===== src/rtl/arm_dp_pkg.sv =====
// Shared encodings for the ARM data-processing control path: FSM states,
// ALU command and condition constants, and the condition evaluation rule.
package arm_dp_pkg;

  typedef enum logic [2:0] {
    ST_FETCH   = 3'd0,
    ST_DECODE  = 3'd1,
    ST_EXECUTE = 3'd2,
    ST_ALUWB   = 3'd3,
    ST_ILLEGAL = 3'd4
  } state_t;

  // Field view of a data-processing instruction word.
  typedef struct packed {
    logic [3:0]  cond;
    logic [1:0]  op;
    logic        imm;
    logic [3:0]  cmd;
    logic        s;
    logic [19:0] rest;
  } dp_instr_t;

  localparam logic [3:0] CMD_AND = 4'h0;
  localparam logic [3:0] CMD_EOR = 4'h1;
  localparam logic [3:0] CMD_SUB = 4'h2;
  localparam logic [3:0] CMD_RSB = 4'h3;
  localparam logic [3:0] CMD_ADD = 4'h4;
  localparam logic [3:0] CMD_ADC = 4'h5;
  localparam logic [3:0] CMD_SBC = 4'h6;
  localparam logic [3:0] CMD_RSC = 4'h7;
  localparam logic [3:0] CMD_TST = 4'h8;
  localparam logic [3:0] CMD_TEQ = 4'h9;
  localparam logic [3:0] CMD_CMP = 4'hA;
  localparam logic [3:0] CMD_CMN = 4'hB;
  localparam logic [3:0] CMD_ORR = 4'hC;
  localparam logic [3:0] CMD_MOV = 4'hD;
  localparam logic [3:0] CMD_BIC = 4'hE;
  localparam logic [3:0] CMD_MVN = 4'hF;

  localparam logic [3:0] COND_EQ = 4'h0;
  localparam logic [3:0] COND_NE = 4'h1;
  localparam logic [3:0] COND_CS = 4'h2;
  localparam logic [3:0] COND_CC = 4'h3;
  localparam logic [3:0] COND_MI = 4'h4;
  localparam logic [3:0] COND_PL = 4'h5;
  localparam logic [3:0] COND_VS = 4'h6;
  localparam logic [3:0] COND_VC = 4'h7;
  localparam logic [3:0] COND_HI = 4'h8;
  localparam logic [3:0] COND_LS = 4'h9;
  localparam logic [3:0] COND_GE = 4'hA;
  localparam logic [3:0] COND_LT = 4'hB;
  localparam logic [3:0] COND_GT = 4'hC;
  localparam logic [3:0] COND_LE = 4'hD;
  localparam logic [3:0] COND_AL = 4'hE;
  localparam logic [3:0] COND_NV = 4'hF;

  // nzcv is packed {N,Z,C,V}; COND_NV never passes.
  function automatic logic cond_holds(input logic [3:0] cond, input logic [3:0] nzcv);
    logic n, z, c, v;
    n = nzcv[3];
    z = nzcv[2];
    c = nzcv[1];
    v = nzcv[0];
    case (cond)
      COND_EQ: cond_holds = z;
      COND_NE: cond_holds = !z;
      COND_CS: cond_holds = c;
      COND_CC: cond_holds = !c;
      COND_MI: cond_holds = n;
      COND_PL: cond_holds = !n;
      COND_VS: cond_holds = v;
      COND_VC: cond_holds = !v;
      COND_HI: cond_holds = c && !z;
      COND_LS: cond_holds = !c || z;
      COND_GE: cond_holds = (n == v);
      COND_LT: cond_holds = (n != v);
      COND_GT: cond_holds = !z && (n == v);
      COND_LE: cond_holds = z || (n != v);
      COND_AL: cond_holds = 1'b1;
      default: cond_holds = 1'b0;
    endcase
  endfunction

  // Compare/test commands only set flags and never write Rd.
  function automatic logic is_compare(input logic [3:0] cmd);
    is_compare = (cmd inside {CMD_TST, CMD_TEQ, CMD_CMP, CMD_CMN});
  endfunction

  // Commands whose carry and overflow come from the adder.
  function automatic logic is_arith(input logic [3:0] cmd);
    is_arith = (cmd inside {CMD_SUB, CMD_RSB, CMD_ADD, CMD_ADC,
                            CMD_SBC, CMD_RSC, CMD_CMP, CMD_CMN});
  endfunction

  function automatic logic is_logical(input logic [3:0] cmd);
    is_logical = (cmd inside {CMD_AND, CMD_EOR, CMD_TST, CMD_TEQ,
                              CMD_ORR, CMD_MOV, CMD_BIC, CMD_MVN});
  endfunction

endpackage


===== src/rtl/arm_dp_controller_if.sv =====
// Instruction handshake and datapath control bundle of the data-processing
// controller; the controller uses the slave view, the source/datapath the master.
interface arm_dp_controller_if;
  logic        instr_valid;
  logic        instr_ready;
  logic [31:0] Instr;
  logic [3:0]  ALUFlags;
  logic [31:0] IR;
  logic        IRWrite;
  logic        ALUSrcB;
  logic [3:0]  ALUControl;
  logic        RegWrite;
  logic [3:0]  Flags;
  logic        busy;
  logic        illegal;

  modport slave (
    input  instr_valid, Instr, ALUFlags,
    output instr_ready, IR, IRWrite, ALUSrcB, ALUControl, RegWrite, Flags, busy, illegal
  );

  modport master (
    output instr_valid, Instr, ALUFlags,
    input  instr_ready, IR, IRWrite, ALUSrcB, ALUControl, RegWrite, Flags, busy, illegal
  );
endinterface


===== src/rtl/arm_cond_check.sv =====
// Combinational ARM condition-code evaluation against an NZCV value; kept as
// its own block so branch logic can reuse it.
module arm_cond_check
  import arm_dp_pkg::*;
(
  input  logic [3:0] cond,
  input  logic [3:0] nzcv,
  output logic       cond_pass
);

  assign cond_pass = cond_holds(cond, nzcv);

endmodule


===== src/rtl/arm_dp_controller.sv =====
// Multi-cycle control FSM for ARM data-processing instructions: latches the
// instruction, checks its condition, sequences ALU control and write-back, owns NZCV.
//
// state      | meaning
// -----------+-----------------------------------------------------------
// ST_FETCH   | idle, instr_ready high, accept on instr_valid
// ST_DECODE  | classify IR: illegal, condition failed, or execute
// ST_EXECUTE | drive ALU source select and command
// ST_ALUWB   | hold ALU controls, write Rd and/or update flags
// ST_ILLEGAL | one-cycle illegal pulse, no writes
module arm_dp_controller
  import arm_dp_pkg::*;
(
  input  logic                  clk,
  input  logic                  reset,
  arm_dp_controller_if.slave    bus
);

  state_t    state_q, state_d;
  dp_instr_t ir_q;
  logic [3:0] flags_q, flags_d;
  logic       flag_we;
  logic       cond_pass;
  logic       accept;

  logic       rdy, irw, srcb, rw, bsy, ill;
  logic [3:0] ctl;

  arm_cond_check u_cond_check (
    .cond      (ir_q.cond),
    .nzcv      (flags_q),
    .cond_pass (cond_pass)
  );

  assign accept = (state_q == ST_FETCH) && bus.instr_valid;

  always_ff @(posedge clk or posedge reset) begin
    if (reset) begin
      state_q <= ST_FETCH;
      ir_q    <= '0;
      flags_q <= '0;
    end else begin
      state_q <= state_d;
      if (accept) ir_q <= bus.Instr;
      if (flag_we) flags_q <= flags_d;
    end
  end

  // N,Z always follow the ALU on a flag update; C,V only for adder commands.
  always_comb begin
    flag_we = (state_q == ST_ALUWB) && (ir_q.s || is_compare(ir_q.cmd));
    flags_d = {bus.ALUFlags[3:2], is_arith(ir_q.cmd) ? bus.ALUFlags[1:0] : flags_q[1:0]};
  end

  always_comb begin
    state_d = state_q;
    rdy     = 1'b0;
    irw     = 1'b0;
    srcb    = 1'b0;
    ctl     = 4'b0000;
    rw      = 1'b0;
    ill     = 1'b0;
    case (state_q)
      ST_FETCH: begin
        rdy = 1'b1;
        irw = bus.instr_valid;
        if (bus.instr_valid) state_d = ST_DECODE;
      end
      ST_DECODE: begin
        if (ir_q.op != 2'b00 || ir_q.cond == COND_NV) state_d = ST_ILLEGAL;
        else if (!cond_pass)                         state_d = ST_FETCH;
        else                                         state_d = ST_EXECUTE;
      end
      ST_EXECUTE: begin
        srcb    = ir_q.imm;
        ctl     = ir_q.cmd;
        state_d = ST_ALUWB;
      end
      ST_ALUWB: begin
        srcb    = ir_q.imm;
        ctl     = ir_q.cmd;
        rw      = !is_compare(ir_q.cmd);
        state_d = ST_FETCH;
      end
      ST_ILLEGAL: begin
        ill     = 1'b1;
        state_d = ST_FETCH;
      end
      default: state_d = ST_FETCH;
    endcase
  end

  assign bsy = (state_q != ST_FETCH);

  assign bus.instr_ready = rdy;
  assign bus.IRWrite     = irw;
  assign bus.ALUSrcB     = srcb;
  assign bus.ALUControl  = ctl;
  assign bus.RegWrite    = rw;
  assign bus.busy        = bsy;
  assign bus.illegal     = ill;
  assign bus.IR          = ir_q;
  assign bus.Flags       = flags_q;

endmodule


===== src/flat_wrapper.sv =====
// flat-port wrapper written by rule: the top's interface ports become plain ports
module arm_dp_controller_flat import arm_dp_pkg::*;
  (clk, reset, bus_instr_valid, bus_Instr, bus_ALUFlags, bus_instr_ready, bus_IR, bus_IRWrite, bus_ALUSrcB, bus_ALUControl, bus_RegWrite, bus_Flags, bus_busy, bus_illegal);
  arm_dp_controller_if bus_i ();
  input  logic clk;
  input  logic reset;
  input wire logic [$bits(bus_i.instr_valid)-1:0] bus_instr_valid;
  input wire logic [$bits(bus_i.Instr)-1:0] bus_Instr;
  input wire logic [$bits(bus_i.ALUFlags)-1:0] bus_ALUFlags;
  output wire logic [$bits(bus_i.instr_ready)-1:0] bus_instr_ready;
  output wire logic [$bits(bus_i.IR)-1:0] bus_IR;
  output wire logic [$bits(bus_i.IRWrite)-1:0] bus_IRWrite;
  output wire logic [$bits(bus_i.ALUSrcB)-1:0] bus_ALUSrcB;
  output wire logic [$bits(bus_i.ALUControl)-1:0] bus_ALUControl;
  output wire logic [$bits(bus_i.RegWrite)-1:0] bus_RegWrite;
  output wire logic [$bits(bus_i.Flags)-1:0] bus_Flags;
  output wire logic [$bits(bus_i.busy)-1:0] bus_busy;
  output wire logic [$bits(bus_i.illegal)-1:0] bus_illegal;
  assign bus_i.instr_valid = bus_instr_valid;
  assign bus_i.Instr = bus_Instr;
  assign bus_i.ALUFlags = bus_ALUFlags;
  assign bus_instr_ready = bus_i.instr_ready;
  assign bus_IR = bus_i.IR;
  assign bus_IRWrite = bus_i.IRWrite;
  assign bus_ALUSrcB = bus_i.ALUSrcB;
  assign bus_ALUControl = bus_i.ALUControl;
  assign bus_RegWrite = bus_i.RegWrite;
  assign bus_Flags = bus_i.Flags;
  assign bus_busy = bus_i.busy;
  assign bus_illegal = bus_i.illegal;
  arm_dp_controller u_core (.clk(clk), .reset(reset), .bus(bus_i));
endmodule

===== config.mk =====
export PLATFORM = sky130hd
export DESIGN_NAME = arm_dp_controller_flat
export DESIGN_NICKNAME = d
export VERILOG_FILES = /design/src/rtl/arm_dp_pkg.sv /design/src/rtl/arm_dp_controller_if.sv /design/src/rtl/arm_cond_check.sv /design/src/rtl/arm_dp_controller.sv /design/src/flat_wrapper.sv
export SDC_FILE = /design/constraint.sdc
export NUM_CORES = 1
export LEC_CHECK = 0
export CORE_MARGIN = 5
export CORE_UTILIZATION = 28
export CTS_CLUSTER_DIAMETER = 80
export DETAILED_ROUTE_END_ITERATION = 10
export REMOVE_ABC_BUFFERS = 1
export SETUP_SLACK_MARGIN = 0.05
export SYNTH_ARGS = -nofsm -noshare
export SYNTH_HDL_FRONTEND = slang
export SYNTH_SLANG_ARGS = --single-unit

===== constraint.sdc =====
create_clock -name clk -period 1.8 [get_ports clk]
set_input_delay 0.36 -clock clk [delete_from_list [all_inputs] [get_ports clk]]
set_output_delay 0.36 -clock clk [all_outputs]
set_load 0.02 [all_outputs]

* Yosys cells after proc, flatten, opt, wreduce, memory -nomap -nowiden *
Index checks and enable logic that the tools add are counted.
W data, S select, Z words.

storage, ports and cells
  bits of input ports = 39
  register bits after elaboration = 39
  logic and storage cells = 73

operators by class
  equal/unequal tests = 32
  multiplexer cells = 11
  reduce and logical (&&, ||, !) cells = 21

operator list
  kind                  count
  $eq A4 B4 Y1 const B  12
  $eq A4 B3 Y1 const B  8
  $eq A4 B2 Y1 const B  4
  $pmux W1 S15          1
  $pmux W3 S3           1
  $reduce_bool A8 Y1    1
  $eq A3 B2 Y1 const B  2
  $mux W3               2
  $logic_not A1 Y1      5
  $mux W1               5
  $eq A4 B1 Y1 const B  1
  $logic_and A1 B1 Y1   4
  $logic_not A4 Y1      1
  $logic_or A1 B1 Y1    4
  $mux W4               1
  $reduce_bool A4 Y1    1
  $eq A3 B1 Y1 const B  1
  $eq A3 B3 Y1 const B  1
  $logic_not A3 Y1      1
  $reduce_bool A3 Y1    1
  $mux W2               1
  $ne A2 B2 Y1 const B  1
  $reduce_and A2 Y1     1
  $reduce_bool A2 Y1    1
  other kinds (3)       3

* Logic depth before layout (Yosys ltp) *
Gate-level depths: netlist (run 1).

  depth in word-level cells = 6
  depth in mapped cells = 7
  mapped depth without buffers = 5

* By module *
From an unflattened synthesis (run 1), not the netlist that was laid out.

second synthesis, totals
  cells, all modules = 135
  area total of the unflattened synthesis = 1940.6 um^2

by module, submodules not included
  module             area an instance (um^2)  seq. area each (um^2)  cells an instance  instances
  arm_dp_controller  1746.7                   975.9                  107                1
  arm_cond_check     193.9                    0.0                    28                 1

* Least setup slack after synthesis (run 1) *
OpenSTA, ideal clock, no wires.

  path type = reg2reg
  start point = register u_core.state_q[2]
  end point = register u_core.ir_q, in the netlist u_core.bus.IR[10]
  data arrival time = 1.684 ns
  setup time = 0.127 ns
  cell stages (with the launch flop) = 7
  path slack = -0.011 ns
  clock period less this slack = 1.811 ns
  cells stage by stage = dfrtp_1 or3_4 inv_2 and2_4 buf_12 buf_8 mux2_1

between the ends
  word-level cells in the longest chain between the ends = 2

RTL lines
  what                    RTL line                 source
  from (decl)             arm_dp_controller.sv:19  state_t state_q, state_d;
  from (signal assigned)  arm_dp_controller.sv:43  state_q <= state_d;
  $logic_not A3 Y1        arm_dp_controller.sv:35  assign accept = (state_q == ST_FETCH) && bus.instr_valid;
  $logic_and A1 B1 Y1     arm_dp_controller.sv:35
  to (signal assigned)    arm_dp_controller.sv:44  if (accept) ir_q <= bus.Instr;
  to (decl)               arm_dp_controller.sv:20  dp_instr_t ir_q;

No other way between the ends.
A chain may end at the register's enable or synchronous reset.

* Final worst setup path (run 1) *
  start point = register u_core.state_q[0]
  end point = output bus_IRWrite

between the ends
  word-level cells in the longest chain between the ends = 2

RTL lines
  what              RTL line                 source
  $logic_not A3 Y1  arm_dp_controller.sv:63  case (state_q)
  $mux W1           arm_dp_controller.sv:63
  to (decl)         flat_wrapper.sv:12       output wire logic [$bits(bus_i.IRWrite)-1:0] bus_IRWrite;

No other way between the ends.

==> results of run 1 <==
[placed cells by master (no fill, tap or decap), types with 2 or more instances in the layout]
cell / synthesis / routed
nand2b_1: 2 / 2
dfrtp_1: 39 / 36
nand2_1: 8 / 8
buf_6: 1 / 3
nor4b_1: 2 / 2
o21ai_0: 3 / 3
mux2_2: 9 / 9
mux2_4: 20 / 20
buf_2: 0 / 7
and2_1: 6 / 6
mux2_1: 5 / 5
inv_1: 3 / 2
dfrtp_2: 0 / 3
nor2b_1: 2 / 2
mux2i_1: 3 / 3
nor3_1: 2 / 2
nor2_1: 4 / 4
buf_4: 1 / 4
dlymetal6s2s_1: 0 / 3
clkbuf_8: 0 / 5
clkdlybuf4s50_1: 0 / 65
dlygate4sd2_1: 0 / 7
[path summary, 6_finish.rpt]
path	startpoint	end	slack, ns	cells after the start
max in group asynchronous	reset	u_core.bus.IR[30]	1.17	3
hold reg to reg	u_core.bus.IR[12]	u_core.bus.IR[12]	0.49	1
hold / removal	reset	u_core.bus.IR[12]	0.40	3
setup / recovery	u_core.state_q[0]	bus_IRWrite	0.04	4
setup reg to reg	u_core.state_q[0]	u_core.bus.IR[6]	0.09	5
min in group clk	u_core.bus.IR[12]	u_core.bus.IR[12]	0.49	1
[state kept, by name, summed over array words and instances, names as in the netlist]
name              cells
u_core.bus.Flags      4
u_core.bus.IR        32
u_core.state_q        3
[where the power goes]
part / total [µW] / switching, µW / internal [µW] / leakage [µW]
Combinational: 3090 / 1400 / 1690 / 0.000760
Clock: 544 / 286 / 258 / 0.0000371
Sequential: 1750 / 420 / 1330 / 0.000459
Total: 5390 / 2110 / 3280 / 0.00126
[layout make-up]
type	count	area, µm²	share of cell area (%)
Timing Repair Buffer	91	880	30.8
Clock buffer	6	72.6	2.54
Sequential cell	39	980	34.3
Multi-Input combinational cell	85	812	28.4
Inverter	4	15.0	0.526
Tap cell	77	96.3	3.37
[what timing repair did]
item	in CTS	in global routing
gates resized for setup	45	11
endpoints found under the hold margin	0	0
setup endpoints to repair	28	31
pin swaps	0	1
[kinds of logic (layout without fill, tap and decap cells)]
logic type	count (synthesis)	in the layout
multiplexers	37	37
XOR/XNOR	2	2
AND/OR/NAND/NOR	35	35
AO/OA/AOI/OAI	11	11
flip-flops	39	39
buffers and inverters	10	101
[routing by layer]
layer  part of all wire (%)  up-vias
met3                    8.4        5
met1                     42      690
met2                     49       49
met4                    1.1        0
met5                      0        -
li1                       -      656
[stage by stage]
stage | area (µm²) | utilization, % | worst slack (ns) | hold slack [ns] | setup TNS (ns)
global route | 2860 | 44.2 | -0.0209 | 0.439 | -0.0209
CTS | 2860 | 44.3 | 0.00373 | 0.414 | 0
detailed placement | 2790 | 43.2 | -0.153 | 0.475 | -0.219
global placement | 2790 | 43.2 | -0.154 | 0.467 | -0.171
floorplan | 1790 | - | -0.140 | 0.477 | -3.16
finish | 2860 | 44.2 | 0.0359 | 0.404 | 0
[tightest hold or removal path, delay by kind of cell]
family	cells	cell delay, ns
buffers and inverters	3	0.71
==> impl_metrics.tcl, run 1 <==
set metrics [dict create \
    post-cts-setup-buffers 0 \
    die_x_um 92.0 \
    num-fill-cells 633 \
    period_share_pct 98.0 \
    worst_path_max_delay_cell "or3_4" \
    rsz0062_at_grt "yes" \
    slew_headroom_pct 73.4 \
    cts_made_buffers 5 \
    fin_nets 265 \
    final_max_slew_viol_count 0 \
    synthTopCellsByArea "dfrtp_1 52%, mux2_4 16%, mux2_2 5.4%" \
    antenna_left 0 \
    peakVddDrop_uv 725 \
    gr-usage-all-layers_pct 11.0 \
    diodes 0 \
    io_pins 85 \
    cts-root-buf "clkbuf_8" \
    insertion_delay_ns 0.29 \
    viasPerCell 4.64 \
    synth_xor_area_share_pct 0.930 \
    core_um2 6460 \
    antenna_found_initial 0 \
    busiest_layer "met2" \
    grt_overflow_total 0 \
    synth_common_cells "39 x dfrtp_1, 20 x mux2_4, 9 x mux2_2" \
    die_area_um2 8460 \
    grtUsageMet3_pct 4.83 \
    met1_usage_pct 13.3 \
    synth_edf_count 0 \
    cp.required_ns 1.44 \
    syn_to_final_growth_pct 51.6 \
    finalClockSkew_ns 0.00282 \
    num_vias 1400 \
    place_congestion 0.780 \
    drt-initial-drc-count 47 \
    cellPowerDensity_nw_per_um2 1890 \
    hold_path.class "input port to async pin" \
    yosysSeqAreaShare_pct 51.8 \
    async_reset_ff_share_pct 100 \
    synthSimpleGateAreaFrac_pct 11.2 \
    synthMuxAreaShare_pct 25.9 \
    maxCapViolations 0 \
    start_util_pct 29.2 \
    wire_per_inst_um 15.1 \
    grt_pass1_wl_mm 7.43 \
    fmax_mhz 567 \
    wl_mm 4.55 \
    leakagePower_uw 0.00126 \
    final_cells 302 \
    drtPass1Iterations 4 \
    synth-main-ff-cell "dfrtp_1" \
    crit_path_start_kind "flip-flop" \
    hpwl_mm 3.35 \
    ys_warn_count 0 \
    setup_viol 0 \
    cts_tree "built" \
    drcViolationCount 0 \
    path_clk_slew_ns 0.07 \
    clkSinkCount 39 \
    fin_crit_ns 1.76 \
    h-tree-depth 2 \
    syn_area_per_cell_um2 14.1 \
    io_buffer_count 84 \
    synth_fa_ha_area_share_pct 0 \
    critPathKind "flip-flop to primary output" \
    cp.arrival_ns 1.40 \
    cp_cell_sequence "or3_4, inv_2, and2_4, buf_6" \
    worst-path-max-fanout 3 \
    cts_hold_buffers 0 \
    grt_max_degree 40 \
    netlist_instances 134 \
    tightest_slew_ns 0.389 \
    cp_top_family "simple AND/OR/NAND/NOR gates" \
    syn-cell-area_um2 1880 \
    cp-end-kind "primary output" \
    grt_pass1_vias 1506 \
    yosys.cell_types.count 37 \
    cpPeakStageDelay_ns 0.40 \
    synth_top_area_cell "dfrtp_1" \
    synth-compound-area-share_pct 4.32 \
    use_met2_pct 18.1 \
    ys_ff_latch 39 \
    clk_path_buf_depth 2 \
    crit_buf_inv 2 \
    synth_top_family_by_area "multiplexers" \
    p_total_uw 5390 \
    dp_cells 296 \
    die_height_um 92.0 \
    num_rows 29 \
    status "finished clean" \
    drive_gt1_share_pct 26.2 \
    synth.most_common_cell "dfrtp_1" \
    synth_top_area_share_pct 51.8 \
    finalHoldViolCount 0 \
]
(Power assumes the default switching activity.)
==> run 2: changes to the inputs <==
Settings changed: SYNTH_HIERARCHICAL set to 1.
==> run 2 against run 1 <==
Effect of this change: critical path depth unchanged; clock-buffer cell count is the same; non-clock buffer count increased by 5; die area is 2.7% higher; largest power group unchanged; setup slack lost 0.0035 ns.
==> impl_metrics.tcl, run 2 <==
set metrics [dict create \
    synthTopCellsByArea "dfrtp_1 50%, mux2_4 23%, buf_12 4.1%" \
    cts_tree "built" \
    yosysSeqAreaShare_pct 50.3 \
    drive_gt1_share_pct 34.3 \
    hold_path.class "input port to async pin" \
    io_buffer_count 84 \
    fmax_mhz 566 \
    worst-path-max-fanout 3 \
    p_total_uw 5610 \
    antenna_left 0 \
    cp.arrival_ns 1.41 \
    syn_to_final_growth_pct 55.2 \
    cts-root-buf "clkbuf_8" \
    largest_register_ffs 32 \
    cts_made_buffers 5 \
    rsz0062_at_grt "yes" \
    diodes 0 \
    synth_common_cells "39 x dfrtp_1, 30 x mux2_4, 7 x mux2_2" \
    cp-end-kind "primary output" \
    critical_path.reg2reg.endpoint "u_core/bus.IR[11]" \
    ff2ff_path_depth 5 \
    start_util_pct 28.7 \
    gr-usage-all-layers_pct 10.9 \
    drcViolationCount 0 \
    tns_ns 0 \
    final_max_slew_viol_count 0 \
    peakVddDrop_uv 747 \
    place_congestion 0.754 \
    cellPowerDensity_nw_per_um2 1860 \
    io_pins 85 \
    clkSinkCount 39 \
    wl_mm 4.69 \
    whs_ns 0.406 \
    core_um2 6760 \
    fin_nets 271 \
    period_share_pct 98.2 \
    place_ws_ns -0.184 \
    synth_top_area_cell "dfrtp_1" \
    antenna_found_initial 0 \
    final_common_cell "clkdlybuf4s50_1" \
    h-tree-depth 2 \
    slew_headroom_pct 72.6 \
    num_vias 1404 \
    synth.most_common_cell "dfrtp_1" \
    worst_slack_ns 0.0324 \
    netlist_instances 135 \
    leakagePower_uw 0.00135 \
    r2r-start "u_core/state_q[2]" \
    fin_crit_ns 1.77 \
    clk_path_buf_depth 2 \
    hpwl_mm 3.49 \
    viasPerCell 4.49 \
    insertion_delay_ns 0.29 \
    setup_viol 0 \
    grt_max_degree 40 \
    drt-initial-drc-count 30 \
    synth_edf_count 0 \
    die_x_um 93.3 \
    wire_per_inst_um 15.0 \
    crit_path_start_kind "flip-flop" \
    finalClockSkew_ns 0.00405 \
    tightest_slew_ns 0.400 \
    synth_top_area_share_pct 50.3 \
    grt_pass1_wl_mm 7.51 \
    synth-main-ff-cell "dfrtp_1" \
    die_area_um2 8700 \
    final_cell_mix "66 x clkdlybuf4s50_1, 35 x dfrtp_1, 30 x mux2_4" \
    syn-cell-area_um2 1940 \
    final_cells 313 \
    ff2ff_setup_slack_ns 0.06 \
    path_clk_slew_ns 0.07 \
    grt_pass1_vias 1489 \
    num-fill-cells 657 \
    drtPass1Iterations 5 \
    num_rows 30 \
    ys_ff_latch 39 \
    syn_area_per_cell_um2 14.4 \
    ys_warn_count 6 \
    cp.required_ns 1.44 \
    finalHoldViolCount 0 \
    dp_cells 303 \
    grt_overflow_total 0 \
    yosys.cell_types.count 34 \
    async_reset_ff_share_pct 100 \
    maxCapViolations 0 \
    cts_hold_buffers 0 \
    die_height_um 93.3 \
    critPathKind "flip-flop to primary output" \
    status "finished clean" \
]
-- run 2: changes by cell type after synthesis, moves of 3 or more --
cell	change
a21oi_1	+4
nor2b_1	+4
mux2_1	-5
mux2_4	+10
mux2i_1	-3
nand2_1	-5
-- run 2: where the power goes --
| part | internal (µW) | switching [µW] | total (µW) |
|---|---|---|---|
| Sequential | 1330 | 435 | 1760 |
| Combinational | 1770 | 1330 | 3110 |
| Clock | 448 | 297 | 746 |
| Total | 3550 | 2070 | 5610 |
-- run 2: metal layers --
| layer | global-route usage [%] | share of wire [%] | vias to the layer above |
|---|---|---|---|
| li1 | - | - | 671 |
| met1 | 14.0 | 44 | 677 |
| met2 | 17.0 | 47 | 51 |
| met3 | 4.18 | 8.2 | 5 |
| met4 | 3.30 | 0.81 | 0 |
| met5 | 0 | 0 | - |
-- run 2: cells by family (layout without fill, tap and decap cells) --
group	Yosys count	in the layout	share of synthesized area (%)
flops	39	39	50.3
mux	37	37	27.3
simple gates	33	33	10.6
compound gates	15	15	5.42
buf+inv	9	107	5.16
xor+xnor	2	2	1.29
-- run 2: how the worst max path moves through the flow --
stage                      start                end  slack (ns)
2_1_floorplan  u_core/state_q[2]  u_core/bus.IR[10]       -0.18
3_3_place_gp     bus_instr_valid        bus_IRWrite       -0.18
3_5_place_dp     bus_instr_valid        bus_IRWrite       -0.18
4_1_cts        u_core/state_q[2]  u_core/bus.IR[11]       -0.03
5_1_grt        u_core/state_q[2]        bus_IRWrite       -0.02
6_report       u_core/state_q[2]        bus_IRWrite        0.03
-- run 2: what timing repair did --
item,CTS,global route
setup buffers,0,2
cloned,0,0
setup endpoints to repair,34,35
gates resized for setup,46,22
-- run 2: layout make-up --
type,count,area (µm²),share of cell area [%]
Sequential cell,39,981,32.6
Clock inverter,2,35.0,1.16
Inverter,3,11.3,0.374
Timing Repair Buffer,96,930,30.9
Clock buffer,6,82.6,2.74
Multi-Input combinational cell,87,872,29.0
Tap cell,80,100,3.32
-- run 2: worst max-delay path, stage by stage, from the launching register on --
cell     delay (ns)
dfrtp_1        0.38
or3_4          0.39
inv_2          0.06
and2_4         0.17
buf_6          0.12
-- run 2: stage by stage --
step / utilization [%] / area [µm²]
finish: 44.6 / 3010
detailed placement: 42.6 / 2880
floorplan: - / 1850
CTS: 43.8 / 2960
global placement: 42.6 / 2880
global route: 44.6 / 3010
==> run 3: changes to the inputs <==
Settings changed: GPL_ROUTABILITY_DRIVEN set to 0.
==> results of run 3 <==
Final layout, timing and power as in run 2 (identical DEF).
